### src/rtl/seg_pkg.sv
// seg_pkg: shared constants, types and helpers for the 4-digit 7-segment display path.
package seg_pkg;

  localparam int NUM_DIGITS = 4;
  localparam int BCD_W      = 4;
  localparam int CNT_W      = 16;

  // Digit enables are active-low: all ones means every digit is dark.
  localparam logic [NUM_DIGITS-1:0] DIG_OFF = 4'b1111;

  typedef logic [BCD_W-1:0] bcd_t;

  // Codes 10..15 have no decimal glyph, so such a digit is shown dark.
  function automatic logic bcd_invalid(input bcd_t code);
    return code > 4'd9;
  endfunction

endpackage

### src/rtl/seg_scan_mux_scan_timer.sv
// scan_timer: slot counter / slot index generator for the multiplexed display.
// Exposes the values that will be loaded at the next edge so the display
// registers can follow the scan position with no extra latency.
module scan_timer
  import seg_pkg::*;
#(
  parameter int SCAN_DIV = 1000
) (
  input  logic             clk,
  input  logic             rst_n,
  output logic [CNT_W-1:0] o_cnt_next,
  output logic [1:0]       o_slot_next,
  output logic             o_frame_end,
  output logic             o_frame_end_next
);

  localparam logic [CNT_W-1:0] CNT_LAST  = CNT_W'(SCAN_DIV - 1);
  localparam logic [1:0]       SLOT_LAST = 2'(NUM_DIGITS - 1);

  logic [CNT_W-1:0] r_cnt;
  logic [1:0]       r_slot;
  logic             w_cnt_wrap;

  // Next scan position: cnt wraps after the last cycle of a slot, slot then advances 3 -> 0
  always_comb begin
    w_cnt_wrap       = (r_cnt == CNT_LAST);
    o_cnt_next       = w_cnt_wrap ? '0 : r_cnt + 1'b1;
    o_slot_next      = w_cnt_wrap ? r_slot + 1'b1 : r_slot;
    o_frame_end      = w_cnt_wrap && (r_slot == SLOT_LAST);
    o_frame_end_next = (o_cnt_next == CNT_LAST) && (o_slot_next == SLOT_LAST);
  end

  // Scan position registers; reset parks the scan at slot 0, cnt 0
  always_ff @(posedge clk) begin
    if (!rst_n) begin
      r_cnt  <= '0;
      r_slot <= '0;
    end else begin
      r_cnt  <= o_cnt_next;
      r_slot <= o_slot_next;
    end
  end

endmodule

### src/rtl/seg_scan_mux.sv
// seg_scan_mux: 4-digit multiplexed 7-segment scan driver with per-slot blanking
// window, invalid-code and leading-zero blanking, decimal points, and
// frame-synchronous (tear-free) update of the displayed value.
module seg_scan_mux
  import seg_pkg::*;
#(
  parameter int SCAN_DIV  = 1000,
  parameter int BLANK_CYC = 50
) (
  input  logic        clk,
  input  logic        rst_n,
  input  logic [15:0] digits,
  input  logic [3:0]  dp_en,
  input  logic        lzb_en,
  input  logic        upd,
  output logic        upd_ack,
  output logic [3:0]  bcd,
  output logic        dp_n,
  output logic [3:0]  dig_n
);

  localparam logic [CNT_W-1:0] BLANK_L = CNT_W'(BLANK_CYC);

  logic [CNT_W-1:0] w_cnt_next;
  logic [1:0]       w_slot_next;
  logic             w_frame_end;
  logic             w_frame_end_next;

  // Pending (requested) and shadow (displayed) copies of the display value
  logic [15:0] r_pend_digits, r_sh_digits;
  logic [3:0]  r_pend_dp,     r_sh_dp;
  logic        r_pend_lzb,    r_sh_lzb;
  logic        r_pending;

  logic        r_upd_ack;
  logic [3:0]  r_bcd;
  logic        r_dp_n;
  logic [3:0]  r_dig_n;

  logic        w_commit;
  logic        w_pending_next;
  logic [15:0] w_sh_digits_next;
  logic [3:0]  w_sh_dp_next;
  logic        w_sh_lzb_next;

  logic [BCD_W-1:0]      w_code [NUM_DIGITS];
  logic [NUM_DIGITS-1:0] w_zero;
  logic [NUM_DIGITS-1:0] w_lz;
  logic [NUM_DIGITS-1:0] w_visible;

  logic [3:0]  w_bcd_next;
  logic [3:0]  w_dig_n_next;
  logic        w_dp_n_next;

  scan_timer #(
    .SCAN_DIV (SCAN_DIV)
  ) u_scan_timer (
    .clk              (clk),
    .rst_n            (rst_n),
    .o_cnt_next       (w_cnt_next),
    .o_slot_next      (w_slot_next),
    .o_frame_end      (w_frame_end),
    .o_frame_end_next (w_frame_end_next)
  );

  // Commit the older pending value at the frame boundary; an upd in the same
  // cycle lands in pending and waits for the next boundary.
  always_comb begin
    w_commit         = w_frame_end & r_pending;
    w_pending_next   = upd | (r_pending & ~w_frame_end);
    w_sh_digits_next = w_commit ? r_pend_digits : r_sh_digits;
    w_sh_dp_next     = w_commit ? r_pend_dp     : r_sh_dp;
    w_sh_lzb_next    = w_commit ? r_pend_lzb    : r_sh_lzb;
  end

  // Per-digit code extraction and invalid / leading-zero visibility
  genvar gi;
  generate
    for (gi = 0; gi < NUM_DIGITS; gi++) begin : g_digit
      assign w_code[gi]    = w_sh_digits_next[gi*BCD_W +: BCD_W];
      assign w_zero[gi]    = (w_code[gi] == '0);
      assign w_visible[gi] = ~(bcd_invalid(w_code[gi]) | w_lz[gi]);
    end
  endgenerate

  // Leading-zero chain from the top digit down; digit 0 always stays lit
  always_comb begin
    w_lz = '0;
    w_lz[NUM_DIGITS-1] = w_sh_lzb_next & w_zero[NUM_DIGITS-1];
    for (int k = NUM_DIGITS - 2; k >= 1; k--) begin
      w_lz[k] = w_lz[k+1] & w_zero[k];
    end
  end

  // Display values for the scan position being loaded at this edge
  always_comb begin
    w_dig_n_next = DIG_OFF;
    if ((w_cnt_next >= BLANK_L) && w_visible[w_slot_next]) begin
      w_dig_n_next[w_slot_next] = 1'b0;
    end
    w_dp_n_next = ~(~w_dig_n_next[w_slot_next] & w_sh_dp_next[w_slot_next]);
    w_bcd_next  = w_code[w_slot_next];
  end

  // Pending capture, shadow commit and registered display outputs
  always_ff @(posedge clk) begin
    if (!rst_n) begin
      r_pend_digits <= '0;
      r_pend_dp     <= '0;
      r_pend_lzb    <= 1'b0;
      r_pending     <= 1'b0;
      r_sh_digits   <= '0;
      r_sh_dp       <= '0;
      r_sh_lzb      <= 1'b0;
      r_upd_ack     <= 1'b0;
      r_bcd         <= '0;
      r_dp_n        <= 1'b1;
      r_dig_n       <= DIG_OFF;
    end else begin
      if (upd) begin
        r_pend_digits <= digits;
        r_pend_dp     <= dp_en;
        r_pend_lzb    <= lzb_en;
      end
      r_pending   <= w_pending_next;
      r_sh_digits <= w_sh_digits_next;
      r_sh_dp     <= w_sh_dp_next;
      r_sh_lzb    <= w_sh_lzb_next;
      // Ack is high during the boundary cycle whose closing edge commits
      r_upd_ack   <= w_frame_end_next & w_pending_next;
      r_bcd       <= w_bcd_next;
      r_dp_n      <= w_dp_n_next;
      r_dig_n     <= w_dig_n_next;
    end
  end

  assign upd_ack = r_upd_ack;
  assign bcd     = r_bcd;
  assign dp_n    = r_dp_n;
  assign dig_n   = r_dig_n;

endmodule

### config.mk
export PLATFORM = sky130hd
export DESIGN_NAME = seg_scan_mux
export DESIGN_NICKNAME = d
export VERILOG_FILES = /design/src/rtl/seg_pkg.sv /design/src/rtl/seg_scan_mux_scan_timer.sv /design/src/rtl/seg_scan_mux.sv
export SDC_FILE = /design/constraint.sdc
export NUM_CORES = 1
export LEC_CHECK = 0
export BUFFER_PORTS_ARGS = -buffer_cell sky130_fd_sc_hd__buf_2
export CELL_PAD_IN_SITES_DETAIL_PLACEMENT = 1
export CELL_PAD_IN_SITES_GLOBAL_PLACEMENT = 1
export CORE_AREA = 2 2 89 91
export DETAILED_ROUTE_END_ITERATION = 7
export DIE_AREA = 0 0 91 93
export HOLD_SLACK_MARGIN = 0.06
export PLACE_DENSITY_LB_ADDON = 0.1
export SLEW_MARGIN = 15
export SYNTH_ARGS = -nofsm -noshare
export SYNTH_HDL_FRONTEND = slang
export SYNTH_SLANG_ARGS = --single-unit
### constraint.sdc
create_clock -name clk -period 4.2 [get_ports clk]
set_input_delay 1.05 -clock clk [delete_from_list [all_inputs] [get_ports clk]]
set_output_delay 1.05 -clock clk [all_outputs]
set_load 0.02 [all_outputs]
==> results.py <==
metrics = {
    "power_and_ir_drop": {
        "switching_share_pct": 22.79,
        "p_leak_nw": 1.499,
        "internal_power_mw": 1.058,
        "clkPwrFrac_pct": 43.0,
        "finalPower_mw": 1.370,
        "p_sw_mw": 0.3123,
        "power_per_cell_area_nw_per_um2": 344.2,
        "pwr-share-comb_pct": 5.3,
        "seq_power_share_pct": 51.7,
        "peakVddDrop_uv": 148.4,
    },
    "routing": {
        "vias": 2934,
        "drcViolationCount": 0,
        "wl_per_cell_um": 16.60,
        "ant_nets": 0,
        "drt_iter0_drc": 116,
        "dr.pass1.iters": 4,
        "detail_route.vias_per_cell": 5.525,
        "wl_um": 8813,
    },
    "critical_path": {
        "worstPathMaxFanout": 29,
        "crit_top_cell": "a211oi_1",
        "worstPathArrival_ps": 3320,
        "critPathSlowestCell": "nor2_2",
        "cp_cell_sequence": "ha_1, and4bb_1, nand4_1, nor2_2, buf_4, a211oi_1, a211oi_1, o21a_1",
        "crit_buf_inv": 1,
        "worst-endpoint-required_ps": 4500,
        "critPathMaxStageDelay_ps": 630,
        "path_class": "reg -> reg",
        "endpoint_kind": "flop",
        "crit_family": "simple AND/OR/NAND/NOR gates",
        "crit_path_start_kind": "flop",
    },
    "sta": {
        "hold_viol_final": 0,
        "period_needed_ps": 3024,
        "rsz0062_at_grt": "false",
        "drv_slew": 0,
        "fin_crit_sh_pct": 71.99,
        "setup_tns_ps": 0,
        "worst_pin_slew_ps": 688.7,
        "max_freq_mhz": 330.7,
        "slew-limit-headroom_pct": 54.08,
        "fin_skew_ps": 8.475,
        "setup_violations": 0,
    },
    "clock_network": {
        "clk_pin_slew_worst_paths_ps": 70,
        "ctsResizeCount": 0,
        "cts_hold_buf": 0,
        "numClockSinks": 71,
        "numCtsBuffers": 9,
        "cts_buffer_depth": 2,
        "htreeDepth": 3,
        "cts_tree": "done",
        "clock_latency_ps": 350,
        "cts_root_buffer": "clkbuf_8",
        "cts_setup_buffers": 0,
    },
    "global_routing": {
        "grt_util_met3_pct": 3.707,
        "gr-usage-met1_pct": 27.42,
        "grt_pass1_wl_um": 14790,
        "use_met2_pct": 37.47,
        "grt_max_degree": 58,
        "track_usage_pct": 21.80,
        "gr-total-overflow": 0,
        "grt_pass1_vias": 2996,
        "antenna_found_initial": 0,
        "grt.busiest_layer": "met2",
    },
    "die": {
        "initial_core_util_pct": 47.94,
        "dieArea_sq_um": 8463,
        "coreArea_sq_um": 7527,
        "fp.dieW_um": 91,
        "die_h_um": 93,
        "rows": 32,
        "ios": 34,
    },
    "final_layout": {
        "nNetsFinal": 452,
        "regArea_sq_um": 1421,
        "fillers": 936,
        "area_delta_synth_final_pct": 10.33,
        "drive_gt1_share_pct": 13.75,
        "diodes": 0,
        "multi_input_area_sq_um": 2017,
    },
    "placed_design": {
        "place_congestion": 0.8649,
        "io_buffers": 33,
        "dpl.hpwl_um": 6204,
    },
    "yosys": {
        "synth_seq_area_share_pct": 39.39,
        "synth-edff-count": 0,
        "ys_seq_elements": 71,
        "postSynthAreaPerCell_sq_um": 8.954,
        "syn_area_sq_um": 3608,
        "synth_ff_type": "dfxtp_1",
        "synth_cells": 403,
        "async_reset_ff_share_pct": 0,
        "ys_types": 51,
        "synth_fp_nets": 431,
        "ys_warn_count": 0,
    },
    "min_path": {
        "hp-class": "reg -> reg",
    },
    "flow_run": {
        "maxCapViolCount": 0,
    },
    "outcome": {
        "outcome": "complete, no violations",
    },
}
final cells by class:
| type | instances | share of cell area [%] |
|---|---|---|
| Multi-Input combinational cell | 301 | 50.66 |
| Inverter | 4 | 0.3771 |
| Tap cell | 102 | 3.206 |
| Clock inverter | 4 | 1.760 |
| Clock buffer | 12 | 3.394 |
| Sequential cell | 71 | 35.70 |
| Timing Repair Buffer | 37 | 4.903 |
through the flow:
stage	instances	util [%]	hold slack [ps]	instance area, sq um	setup slack [ps]
floorplan	403	-	436.1	3608	1996
global placement	515	50.17	456.9	3776	1260
detailed placement	515	50.17	462.5	3776	1161
CTS	531	52.89	473.0	3981	1169
global route	531	52.89	496.4	3981	914.6
finish	531	52.89	466.8	3981	1176
cells in the mapped netlist (3+ instances only):
master / n / area (sq um)
mux2i_1: 36 / 360.4
and2b_1: 3 / 22.52
nand3_1: 22 / 110.1
nand4_1: 4 / 25.02
a21boi_0: 21 / 157.7
o21ai_0: 6 / 30.03
o21a_1: 6 / 45.04
ha_1: 4 / 50.05
nand2_1: 54 / 202.7
nor2_1: 23 / 86.33
a211oi_1: 17 / 127.6
and2_1: 6 / 37.54
dfxtp_1: 71 / 1421
nor2b_1: 30 / 187.7
nor4_1: 5 / 31.28
inv_1: 4 / 15.01
nor3_1: 4 / 20.02
xor2_1: 7 / 61.31
nor4_2: 3 / 37.54
buf_6: 4 / 45.04
clkbuf_1: 10 / 37.54
o31ai_1: 4 / 30.03
mux2_2: 4 / 45.04
a21oi_1: 6 / 30.03
buf_2: 9 / 45.04
xnor2_1: 9 / 78.83
logic make-up (layout without fill, tap and decap cells):
kind of cell	Yosys count	in the layout	synth area share [%]
fa+ha+maj	4	4	1.387
flops	71	71	39.39
mux	41	41	11.55
buf+inv	31	57	4.715
compound gates	72	72	14.25
xor+xnor	17	17	4.647
simple gates	167	167	24.06
flip-flops by register name (all words and copies together) (netlist names), 2 cells and up:
| register | cells |
|---|---|
| r_pend_digits | 16 |
| bcd | 4 |
| r_sh_dp | 4 |
| r_pend_dp | 4 |
| r_sh_digits | 16 |
| u_scan_timer.r_slot | 2 |
| dig_n | 4 |
| u_scan_timer.r_cnt | 16 |
power groups by stage:
stage          sequential (mW)  clock [mW]  combinational [mW]
2_1_floorplan            0.715           0              0.0531
3_3_place_gp             0.723           0              0.0709
3_5_place_dp             0.724           0              0.0734
4_1_cts                  0.708       0.602              0.0738
5_1_grt                  0.711       0.628              0.0815
6_report                 0.709       0.589              0.0726
worst paths after layout:
check | startpoint | cells past startpoint | slack, ps | endpoint
setup reg to reg | u_scan_timer.r_cnt[0] | 8 | 1180 | bcd[0]
hold reg to reg | r_sh_dp[1] | 2 | 470 | r_sh_dp[1]
hold / removal | r_sh_dp[1] | 2 | 470 | r_sh_dp[1]
setup / recovery | u_scan_timer.r_cnt[0] | 8 | 1180 | bcd[0]
tightest hold or removal path, cell delays in order, from the launching register on:
cell      delay (ps)
dfxtp_1          310
nand2_1           50
a21boi_0          60
routing by layer:
layer	share of wire (%)	vias up
li1	-	1456
met1	46	1425
met2	50	40
met3	2.8	13
met4	1.8	0
met5	0	-
cells in the final DEF, fill, tap and decap left out, drive strengths merged, types with 2 or more instances in the layout:
master	count
dfxtp	71
nand2	54
buf	37
mux2i	36
nor2b	30
nor2	24
nand3	22
a21boi	21
a211oi	17
clkbuf	12
xnor2	10
o21ai	8
nor4	8
xor2	7
o21a	6
a21oi	6
and2	6
mux2	5
inv	4
nand4	4
o31ai	4
nor3	4
ha	4
and2b	3
and4	2
nor3b	2
nand3b	2
o2111ai	2
clkinv	2
bufinv	2
Power figures use the tool's default switching activity.
